$ cat config.mk
export PLATFORM = sky130hd
export DESIGN_NAME = rx_align_ctrl
export DESIGN_NICKNAME = d
export VERILOG_FILES = /design/src/rtl/rx_align_ctrl.sv
export SDC_FILE = /design/constraint.sdc
export NUM_CORES = 1
export LEC_CHECK = 0
export ABC_AREA = 0
export CORE_MARGIN = 2
export CORE_UTILIZATION = 59
export DETAILED_ROUTE_END_ITERATION = 10
export PLACE_DENSITY = 0.85
export SYNTH_ARGS = -nofsm -noshare
export SYNTH_HDL_FRONTEND = slang
export SYNTH_SLANG_ARGS = --single-unit
$ cat constraint.sdc
create_clock -name rx_clk -period 3.49 [get_ports rx_clk]
set_input_delay 0.698 -clock rx_clk [delete_from_list [all_inputs] [get_ports rx_clk]]
set_output_delay 0.698 -clock rx_clk [all_outputs]
set_load 0.03 [all_outputs]
$ cat src/rtl/rx_align_ctrl.sv
// ============================================================================
//  Module      : rx_align_ctrl
//  Description : Word-alignment / training controller for one 7:1 LVDS rx
//                channel (bitslip sweep, delay-tap sweep, lock tracking).
//  Revision    : 1.0  initial release
// ============================================================================
`default_nettype none

module rx_align_ctrl #(
    parameter logic [6:0]  PATTERN  = 7'b1100011,
    parameter int unsigned SETTLE   = 4,
    parameter int unsigned LOCK_CNT = 16,
    parameter int unsigned LOSS_CNT = 4,
    parameter int unsigned TAP_W    = 5,
    parameter int unsigned TAP_MAX  = 31
) (
    input  logic             rx_clk,
    input  logic             rx_reset_n,
    input  logic             enable,
    input  logic             word_valid,
    input  logic [6:0]       clk_word,
    output logic             bitslip,
    output logic             tap_rst,
    output logic             tap_inc,
    output logic [TAP_W-1:0] tap_value,
    output logic [2:0]       slip_count,
    output logic             locked,
    output logic             align_err,
    output logic [2:0]       state
);

    typedef enum logic [2:0] {
        S_IDLE     = 3'd0,
        S_TAP_RST  = 3'd1,
        S_SETTLE   = 3'd2,
        S_CHECK    = 3'd3,
        S_SLIP     = 3'd4,
        S_TAP_STEP = 3'd5,
        S_LOCKED   = 3'd6,
        S_ERROR    = 3'd7
    } state_t;

    localparam logic [3:0]       SETTLE_LAST = 4'(SETTLE - 1);
    localparam logic [7:0]       LOCK_LAST   = 8'(LOCK_CNT - 1);
    localparam logic [3:0]       LOSS_LAST   = 4'(LOSS_CNT - 1);
    localparam logic [TAP_W-1:0] TAP_LAST    = TAP_W'(TAP_MAX);
    localparam logic [2:0]       SLIP_LAST   = 3'd6;

    state_t           state_q, state_d;
    logic [3:0]       settle_cnt_q, settle_cnt_d;
    logic [7:0]       match_cnt_q, match_cnt_d;
    logic [3:0]       miss_cnt_q, miss_cnt_d;
    logic [TAP_W-1:0] tap_value_q, tap_value_d;
    logic [2:0]       slip_count_q, slip_count_d;
    logic             bitslip_q, bitslip_d;
    logic             tap_rst_q, tap_rst_d;
    logic             tap_inc_q, tap_inc_d;
    logic             locked_q, locked_d;
    logic             align_err_q, align_err_d;

    logic             word_match;
    assign word_match = (clk_word == PATTERN);

    // Pulses are raised on the edge that enters their one-cycle state, so the
    // pulse and the state code are visible in the same cycle.
    always_comb begin
        state_d      = state_q;
        settle_cnt_d = settle_cnt_q;
        match_cnt_d  = match_cnt_q;
        miss_cnt_d   = miss_cnt_q;
        tap_value_d  = tap_value_q;
        slip_count_d = slip_count_q;
        locked_d     = locked_q;
        align_err_d  = align_err_q;
        bitslip_d    = 1'b0;
        tap_rst_d    = 1'b0;
        tap_inc_d    = 1'b0;

        if (!enable) begin
            state_d      = S_IDLE;
            locked_d     = 1'b0;
            align_err_d  = 1'b0;
            settle_cnt_d = 4'd0;
            match_cnt_d  = 8'd0;
            miss_cnt_d   = 4'd0;
        end else begin
            case (state_q)
                S_IDLE: begin
                    state_d      = S_TAP_RST;
                    tap_rst_d    = 1'b1;
                    tap_value_d  = '0;
                    slip_count_d = 3'd0;
                end
                S_TAP_RST: begin
                    state_d      = S_SETTLE;
                    settle_cnt_d = 4'd0;
                end
                S_SETTLE: begin
                    if (word_valid) begin
                        if (settle_cnt_q == SETTLE_LAST) begin
                            state_d      = S_CHECK;
                            settle_cnt_d = 4'd0;
                            match_cnt_d  = 8'd0;
                            miss_cnt_d   = 4'd0;
                        end else begin
                            settle_cnt_d = settle_cnt_q + 4'd1;
                        end
                    end
                end
                S_CHECK: begin
                    if (word_valid) begin
                        if (word_match) begin
                            match_cnt_d = match_cnt_q + 8'd1;
                            if (match_cnt_q == LOCK_LAST) begin
                                state_d    = S_LOCKED;
                                locked_d   = 1'b1;
                                miss_cnt_d = 4'd0;
                            end
                        end else begin
                            match_cnt_d = 8'd0;
                            if (slip_count_q != SLIP_LAST) begin
                                state_d      = S_SLIP;
                                bitslip_d    = 1'b1;
                                slip_count_d = slip_count_q + 3'd1;
                            end else begin
                                state_d = S_TAP_STEP;
                                if (tap_value_q != TAP_LAST) begin
                                    tap_inc_d    = 1'b1;
                                    tap_value_d  = tap_value_q + 1'b1;
                                    slip_count_d = 3'd0;
                                end
                            end
                        end
                    end
                end
                S_SLIP: begin
                    state_d      = S_SETTLE;
                    settle_cnt_d = 4'd0;
                end
                S_TAP_STEP: begin
                    // No tap_inc on entry means the last tap was already tried.
                    if (tap_inc_q) begin
                        state_d      = S_SETTLE;
                        settle_cnt_d = 4'd0;
                    end else begin
                        state_d     = S_ERROR;
                        align_err_d = 1'b1;
                        locked_d    = 1'b0;
                    end
                end
                S_LOCKED: begin
                    if (word_valid) begin
                        if (word_match) begin
                            miss_cnt_d = 4'd0;
                        end else if (miss_cnt_q == LOSS_LAST) begin
                            state_d      = S_TAP_RST;
                            locked_d     = 1'b0;
                            tap_rst_d    = 1'b1;
                            tap_value_d  = '0;
                            slip_count_d = 3'd0;
                            miss_cnt_d   = 4'd0;
                        end else begin
                            miss_cnt_d = miss_cnt_q + 4'd1;
                        end
                    end
                end
                S_ERROR: begin
                    align_err_d = 1'b1;
                    locked_d    = 1'b0;
                end
            endcase
        end
    end

    always_ff @(posedge rx_clk or negedge rx_reset_n) begin
        if (!rx_reset_n) begin
            state_q      <= S_IDLE;
            settle_cnt_q <= 4'd0;
            match_cnt_q  <= 8'd0;
            miss_cnt_q   <= 4'd0;
            tap_value_q  <= '0;
            slip_count_q <= 3'd0;
            bitslip_q    <= 1'b0;
            tap_rst_q    <= 1'b0;
            tap_inc_q    <= 1'b0;
            locked_q     <= 1'b0;
            align_err_q  <= 1'b0;
        end else begin
            state_q      <= state_d;
            settle_cnt_q <= settle_cnt_d;
            match_cnt_q  <= match_cnt_d;
            miss_cnt_q   <= miss_cnt_d;
            tap_value_q  <= tap_value_d;
            slip_count_q <= slip_count_d;
            bitslip_q    <= bitslip_d;
            tap_rst_q    <= tap_rst_d;
            tap_inc_q    <= tap_inc_d;
            locked_q     <= locked_d;
            align_err_q  <= align_err_d;
        end
    end

    assign bitslip    = bitslip_q;
    assign tap_rst    = tap_rst_q;
    assign tap_inc    = tap_inc_q;
    assign tap_value  = tap_value_q;
    assign slip_count = slip_count_q;
    assign locked     = locked_q;
    assign align_err  = align_err_q;
    assign state      = state_q;

endmodule

`default_nettype wire

==> impl_metrics.ini, run 1 <==
[final_layout]
area.growth.synth_to_final_pct = 17.55
nets = 263
insertedDiodeCount = 0
multi_input_comb_area_mm2 = 0.001086
sequential_cell_area_um2 = 800.8
fill_cells = 272
utilization_pct = 70.93
layout-drive-gt1-share_pct = 7.258
post-route-cell-area_mm2 = 0.002330

[placement]
placement.io_buffers = 26
globalplace.congestion = 0.9631
hpwl_um = 2978
placement.cell_area_mm2 = 0.002250

[clock_tree]
cts_tree = done
number_of_sinks_driven_by_the_clock_tree = 32
cts_resized = 0
cts.path.max_buffers = 2
clockRootBuffer = sky130_fd_sc_hd__clkbuf_4
hold_buffers = 0
clock_tree.htree_level_count = 2
worst_skew_pair.late_latency_ns = 0.35
cts_inserted_buffers = 5
clk_pin_slew_worst_paths_ns = 0.11
post-cts-setup-buffers = 0

[floorplanning]
design.portCount = 27
die_h_um = 61.96
placement_rows = 21
initial_core_util_pct = 60.34
die_w_um = 61.96
placeableCoreArea_mm2 = 0.003284
fp.dieArea_mm2 = 0.003839

[synthesis]
netlist-cell-type-count = 51
synth_fp_nets = 238
ys_seq_area_share_pct = 40.40
synthSimpleGateAreaFrac_pct = 25.44
synthXorXnorAreaFrac_pct = 0
synth.avg_cell_area_um2 = 8.927
yosys_register_bits = 32
synth.top_cells.by_area = sky130_fd_sc_hd__dfrtp_1 (40%), sky130_fd_sc_hd__o21ai_0 (7.3%), sky130_fd_sc_hd__nand3_1 (3.8%), sky130_fd_sc_hd__nand2_1 (3.6%), sky130_fd_sc_hd__a21oi_1 (3.5%)
dominant_combinational_cell_family_by_area_after_synthesis = simple AND/OR/NAND/NOR gates
yosysWarningCount = 0
ys.flop_type = sky130_fd_sc_hd__dfrtp_1
netlist.area_leader.share_pct = 40.40
synth_mux_area_share_pct = 2.020
synthCells = 222
post-synth-top-area-cell = sky130_fd_sc_hd__dfrtp_1
synth-edff-count = 0
synth_compound_area_share_pct = 24.18
synthAdderAreaFrac_pct = 3.157
mapped_cell_area_mm2 = 0.001982
synth_async_sr_flop_share_pct = 100.0

[setup_path]
critical_path.slowest_cell = sky130_fd_sc_hd__clkdlybuf4s50_1
critical_path_max_stage_delay_ns = 0.79
cpLargestDelayFamily = buffers and inverters
setup.worst_path.start_class = register
worstSetupStartpoint = state[2]$_DFFE_PN0P_
worst_setup_path_end_kind = primary output
path_buf_inv = 1
crit_required_ns = 2.79
cp_num_cells = 1
rr_endpoint = tap_value[3]$_DFFE_PN0P_
critical_path_cell_sequence = clkdlybuf4s50_1
critical_path.endpoint = state[2]
path_max_fanout = 23
crit_reg_reg_startpoint = tap_value[0]$_DFFE_PN0P_
crit_arrival_ns = 1.88
r2r.worst_path.cells = 8
r2r_slack_ns = 1.15
worstSetupPathType = reg2out

[timing]
post-route-min-period_ns = 2.575
final-max-slew-violation-count = 0
finalSetupTns_ns = 0
final_hold_viol_count = 0
slew-limit-headroom_pct = 59.39
worst_pin_slew_ns = 0.6092
setup_repair_after_global_routing_missed_its_margin = no
fmaxAchievable_ghz = 0.3883
skew_ns = 0.01499
crit_share_post_route_pct = 73.80
timing.hold.ws_ns = 0.5069
number_of_setup_violations_in_the_final_report = 0

[route]
wirelength_um = 4124
routedWlPerCell_um = 14.03
firstDrtPassIters = 4
postRouteAntennaNets = 0
first_iter_violations = 99
routed-via-count = 1774
viasPerCell = 6.034
detail_route.drc_violations = 0

[global_routing]
first_global_vias = 1552
grt_pass1_wl_um = 6837
grt.overflow.total = 0
grt_antenna_before_repair = 0
grt_start_max_net_pins = 33
grtUsageTotal_pct = 24.51

[power_and_ir_drop]
static-leakage-power_uw = 0.0009904
worst_ir_drop_vdd_uv = 401.2
total_power_uw = 1185
p_per_area_mw_per_mm2 = 508.6

[min_path]
hp-class = reg2reg
holdPathStages = 1

[run]
number_of_max_cap_violations = 0

[outcome]
outcome = finished clean
through the flow:
stage / cells / setup WS [ns]
floorplan: 222 / 1.137
global placement: 286 / 0.7876
detailed placement: 286 / 0.7146
CTS: 294 / 0.8974
global route: 294 / 0.8184
finish: 294 / 0.9145
report_power, final:
part / switching [µW] / internal, µW
clock network: 139 / 149
registers: 82.8 / 406
logic: 232 / 176
total: 454 / 731
routing by layer:
| layer | global-route usage, % | up-vias | part of all wire (%) |
|---|---|---|---|
| met5 | 0 | - | 0 |
| met4 | 7.903 | 0 | 1.2 |
| met3 | 6.418 | 6 | 5.4 |
| met2 | 37.35 | 49 | 46 |
| met1 | 34.12 | 850 | 47 |
| li1 | - | 869 | - |
synthesized netlist by cell type, types with 2 or more instances:
library cell	number
sky130_fd_sc_hd__a21oi_1	14
sky130_fd_sc_hd__a22o_1	2
sky130_fd_sc_hd__a31o_2	2
sky130_fd_sc_hd__a31oi_1	3
sky130_fd_sc_hd__a32o_1	2
sky130_fd_sc_hd__and2_1	2
sky130_fd_sc_hd__and3_1	5
sky130_fd_sc_hd__and3b_1	2
sky130_fd_sc_hd__and4b_1	3
sky130_fd_sc_hd__buf_2	4
sky130_fd_sc_hd__buf_6	2
sky130_fd_sc_hd__dfrtp_1	32
sky130_fd_sc_hd__ha_1	5
sky130_fd_sc_hd__inv_1	10
sky130_fd_sc_hd__mux2i_1	4
sky130_fd_sc_hd__nand2_1	19
sky130_fd_sc_hd__nand2b_1	4
sky130_fd_sc_hd__nand3_1	15
sky130_fd_sc_hd__nand4_1	2
sky130_fd_sc_hd__nand4b_1	2
sky130_fd_sc_hd__nor2_1	16
sky130_fd_sc_hd__nor2b_1	4
sky130_fd_sc_hd__nor3_1	4
sky130_fd_sc_hd__o211ai_1	2
sky130_fd_sc_hd__o21ai_0	29
sky130_fd_sc_hd__o21bai_1	2
sky130_fd_sc_hd__o22ai_1	2
sky130_fd_sc_hd__o31ai_1	4
sky130_fd_sc_hd__or2_2	2
sky130_fd_sc_hd__or3_1	2
registers in the layout, summed over array words and instances, names as in the netlist, 3 cells and up:
name,flops
settle_cnt_q,4
slip_count,3
miss_cnt_q,4
state,3
match_cnt_q,8
tap_value,5
final cells by class:
type,count,area share (%)
Clock buffer,5,1.611
Tap cell,46,2.470
Sequential cell,32,34.37
Clock inverter,3,1.826
Multi-Input combinational cell,171,46.62
Timing Repair Buffer,27,11.49
Inverter,10,1.611
worst min path at each step:
stage                                    start                         end  slack, ns
floorplan                           rx_reset_n       align_err$_DFFE_PN0P_       0.40
detailed placement  match_cnt_q[7]$_DFFE_PN0P_  match_cnt_q[7]$_DFFE_PN0P_       0.49
global placement    match_cnt_q[7]$_DFFE_PN0P_  match_cnt_q[7]$_DFFE_PN0P_       0.48
CTS                 match_cnt_q[7]$_DFFE_PN0P_  match_cnt_q[7]$_DFFE_PN0P_       0.51
finish               miss_cnt_q[3]$_DFFE_PN0P_   miss_cnt_q[3]$_DFFE_PN0P_       0.51
global route         miss_cnt_q[3]$_DFFE_PN0P_   miss_cnt_q[3]$_DFFE_PN0P_       0.53
logic make-up (layout without fill, tap and decap cells):
kind of cell / Yosys count / in the layout
buffers and inverters: 19 / 45
AND/OR/NAND/NOR: 89 / 89
AO/OA/AOI/OAI: 73 / 73
flip-flops: 32 / 32
adder cells (fa/ha/maj): 5 / 5
multiplexers: 4 / 4
cell usage in the layout, fill, tap and decap left out, types with 3 or more instances in the layout:
| cell | n |
|---|---|
| sky130_fd_sc_hd__dfrtp_1 | 32 |
| sky130_fd_sc_hd__mux2i_1 | 4 |
| sky130_fd_sc_hd__o31ai_1 | 4 |
| sky130_fd_sc_hd__inv_1 | 10 |
| sky130_fd_sc_hd__o21ai_0 | 29 |
| sky130_fd_sc_hd__nand2b_1 | 4 |
| sky130_fd_sc_hd__nor2b_1 | 4 |
| sky130_fd_sc_hd__clkbuf_4 | 5 |
| sky130_fd_sc_hd__nand2_1 | 19 |
| sky130_fd_sc_hd__a21oi_1 | 14 |
| sky130_fd_sc_hd__nor2_1 | 16 |
| sky130_fd_sc_hd__ha_1 | 5 |
| sky130_fd_sc_hd__clkdlybuf4s50_1 | 26 |
| sky130_fd_sc_hd__nor3_1 | 4 |
| sky130_fd_sc_hd__and3_1 | 5 |
| sky130_fd_sc_hd__nand3_1 | 15 |
| sky130_fd_sc_hd__a31oi_1 | 3 |
| sky130_fd_sc_hd__and4b_1 | 3 |
Power figures use the tool's default switching activity.
==> run 2, diff against run 1 <==
--- a/config.mk
+++ b/config.mk
@@ -7,9 +7,9 @@
 export LEC_CHECK = 0
 export ABC_AREA = 0
 export CORE_MARGIN = 2
-export CORE_UTILIZATION = 59
+export CORE_UTILIZATION = 49
 export DETAILED_ROUTE_END_ITERATION = 10
-export PLACE_DENSITY = 0.85
+export PLACE_DENSITY = 0.75
 export SYNTH_ARGS = -nofsm -noshare
 export SYNTH_HDL_FRONTEND = slang
 export SYNTH_SLANG_ARGS = --single-unit
==> constraint.sdc (replaced) <==
create_clock -name rx_clk -period 2.2 [get_ports rx_clk]
set_input_delay 0.44 -clock rx_clk [delete_from_list [all_inputs] [get_ports rx_clk]]
set_output_delay 0.44 -clock rx_clk [all_outputs]
set_load 0.03 [all_outputs]
==> run 2 against run 1 <==
Sequential power grew 58%. Cell count increased by 6.1%. Via count rose by 2.4%. Non-clock buffer count rose by 14. Utilization is 7.8 points lower.
==> impl_metrics.ini, run 2 (synthesis gave the netlist of run 1 again) <==
[power_and_ir_drop]
p_int_uw = 1240
power_frac_comb_pct = 37.7
total_power_uw = 1983
p_sw_uw = 742.5
worst_ir_drop_vdd_uv = 490.4
power.clock.fraction_pct = 23.4
seq_power_share_pct = 39.0
p_per_area_mw_per_mm2 = 796.2
swShare_pct = 37.45
static-leakage-power_uw = 0.001059

[placement]
post_placement_setup_slack_ns = 0.01671
placement.io_buffers = 26
dp.cells = 304
hpwl_um = 3275
globalplace.congestion = 0.8527

[timing]
fmaxAchievable_ghz = 0.4648
crit_share_post_route_pct = 97.80
final_hold_viol_count = 0
final-max-slew-violation-count = 0
skew_ns = 0.006044
slew-limit-headroom_pct = 68.33
fin_ws_ns = 0.04831
worst_pin_slew_ns = 0.4722
setup_repair_after_global_routing_missed_its_margin = yes
number_of_setup_violations_in_the_final_report = 0
post-route-min-period_ns = 2.152

[floorplanning]
design.portCount = 27
die_h_um = 67.60
placement_rows = 23
initial_core_util_pct = 50.27
fp.dieArea_mm2 = 0.004569
die_w_um = 67.60
placeableCoreArea_mm2 = 0.003943

[global_routing]
grtUsageTotal_pct = 21.73
grt_start_max_net_pins = 33
grt_antenna_before_repair = 0
first_global_vias = 1654
grt_pass1_wl_um = 7424
grt.overflow.total = 0

[route]
detail_route.drc_violations = 0
first_iter_violations = 100
routed-via-count = 1816
viasPerCell = 5.821
postRouteAntennaNets = 0
wirelength_um = 4554
firstDrtPassIters = 4
routedWlPerCell_um = 14.60

[final_layout]
area.growth.synth_to_final_pct = 25.63
finish.cell_count_without_fillers = 312
layout-drive-gt1-share_pct = 14.50
most_common_cell_after_layout_fill_and_taps_aside = sky130_fd_sc_hd__dfrtp_1
sequential_cell_area_um2 = 805.8
regMostFlops = match_cnt_q
largest_register_ffs = 8
multi_input_comb_area_mm2 = 0.001121
nets = 277
insertedDiodeCount = 0
most-common-layout-cells = sky130_fd_sc_hd__dfrtp_1 (28), sky130_fd_sc_hd__o21ai_0 (27), sky130_fd_sc_hd__clkdlybuf4s50_1 (26)
fill_cells = 323

[setup_path]
crit_required_ns = 2.42
crit_arrival_ns = 2.37
path_buf_inv = 0
r2r.worst_path.cells = 8
timing.critical_path.mode_cell = sky130_fd_sc_hd__ha_4
critical_path.slowest_cell = sky130_fd_sc_hd__dfrtp_2
critical_path_max_stage_delay_ns = 0.43
cpLargestDelayFamily = simple AND/OR/NAND/NOR gates
rr_endpoint = tap_value[3]$_DFFE_PN0P_
critical_path_cell_sequence = ha_4 -> and3_4 -> ha_4 -> nand4bb_4 -> a221oi_4 -> o211ai_4 -> or4_1 -> nand3_1
r2r_slack_ns = 0.05
path_max_fanout = 3
worst_setup_path_end_kind = register
crit_reg_reg_startpoint = tap_value[1]$_DFFE_PN0P_
setup.worst_path.start_class = register
worstSetupPathType = reg2reg

[clock_tree]
clock_tree.htree_level_count = 2
clk_pin_slew_worst_paths_ns = 0.07
clockRootBuffer = sky130_fd_sc_hd__clkbuf_8
cts.path.max_buffers = 2
cts_tree = done
worst_skew_pair.late_latency_ns = 0.28
post-cts-setup-buffers = 0
number_of_sinks_driven_by_the_clock_tree = 32
cts_inserted_buffers = 5
hold_buffers = 0

[min_path]
worst_hold_startpoint = match_cnt_q[7]$_DFFE_PN0P_
holdPathStages = 1
min_to = match_cnt_q[7]$_DFFE_PN0P_
hp-class = reg2reg

[outcome]
outcome = finished clean

[run]
number_of_max_cap_violations = 0
==> run 2: how the worst max path moves through the flow <==
| stage | from | endpoint | slack (ns) | cells past startpoint |
|---|---|---|---|---|
| finish | tap_value[1]$_DFFE_PN0P_ | tap_value[3]$_DFFE_PN0P_ | 0.05 | 8 |
| global route | tap_value[1]$_DFFE_PN0P_ | tap_value[3]$_DFFE_PN0P_ | -0.02 | 8 |
| CTS | tap_value[1]$_DFFE_PN0P_ | tap_value[3]$_DFFE_PN0P_ | 0.02 | 8 |
| detailed placement | tap_value[1]$_DFFE_PN0P_ | tap_value[3]$_DFFE_PN0P_ | 0.02 | 8 |
| global placement | tap_value[1]$_DFFE_PN0P_ | tap_value[3]$_DFFE_PN0P_ | 0.07 | 8 |
| floorplan | tap_value[0]$_DFFE_PN0P_ | tap_value[3]$_DFFE_PN0P_ | -0.07 | 8 |
==> run 2: area by class of cell <==
type | instances | area share [%]
clock buffer | 8 | 3.618
inverter | 10 | 1.508
multi-input combinational | 171 | 45.03
sequential | 32 | 32.36
tap | 50 | 2.513
timing repair buffer | 41 | 14.97
==> run 2: timing repair <==
item,4_1_cts,5_1_grt
cloned,0,0
pin swaps,1,0
gates resized for setup,1,7
endpoints found under the setup margin,2,4
==> run 2: power by group through the flow <==
stage | clock, µW | combinational, µW | sequential [µW]
5_1_grt | 504 | 822 | 785
6_report | 463 | 747 | 773
3_3_place_gp | 0 | 732 | 772
2_1_floorplan | 0 | 435 | 816
3_5_place_dp | 0 | 735 | 777
4_1_cts | 474 | 739 | 768
==> run 2: metrics by stage <==
step / utilization [%] / hold WS (ns) / setup TNS [ns] / cell area (µm²)
floorplan: - / 0.1444 / -0.07301 / 1997
global placement: 60.23 / 0.4713 / 0 / 2375
detailed placement: 60.23 / 0.4745 / 0 / 2375
CTS: 62.55 / 0.4819 / 0 / 2466
global route: 63.15 / 0.4988 / -0.02072 / 2490
finish: 63.15 / 0.4803 / 0 / 2490
==> run 2: layer usage <==
layer	vias to the layer above	routed length [µm]	track usage [%]
li1	899	-	-
met2	38	2188	35.54
met3	8	170	5.167
met1	871	2118	27.39
met4	0	76	9.184
met5	-	0	0
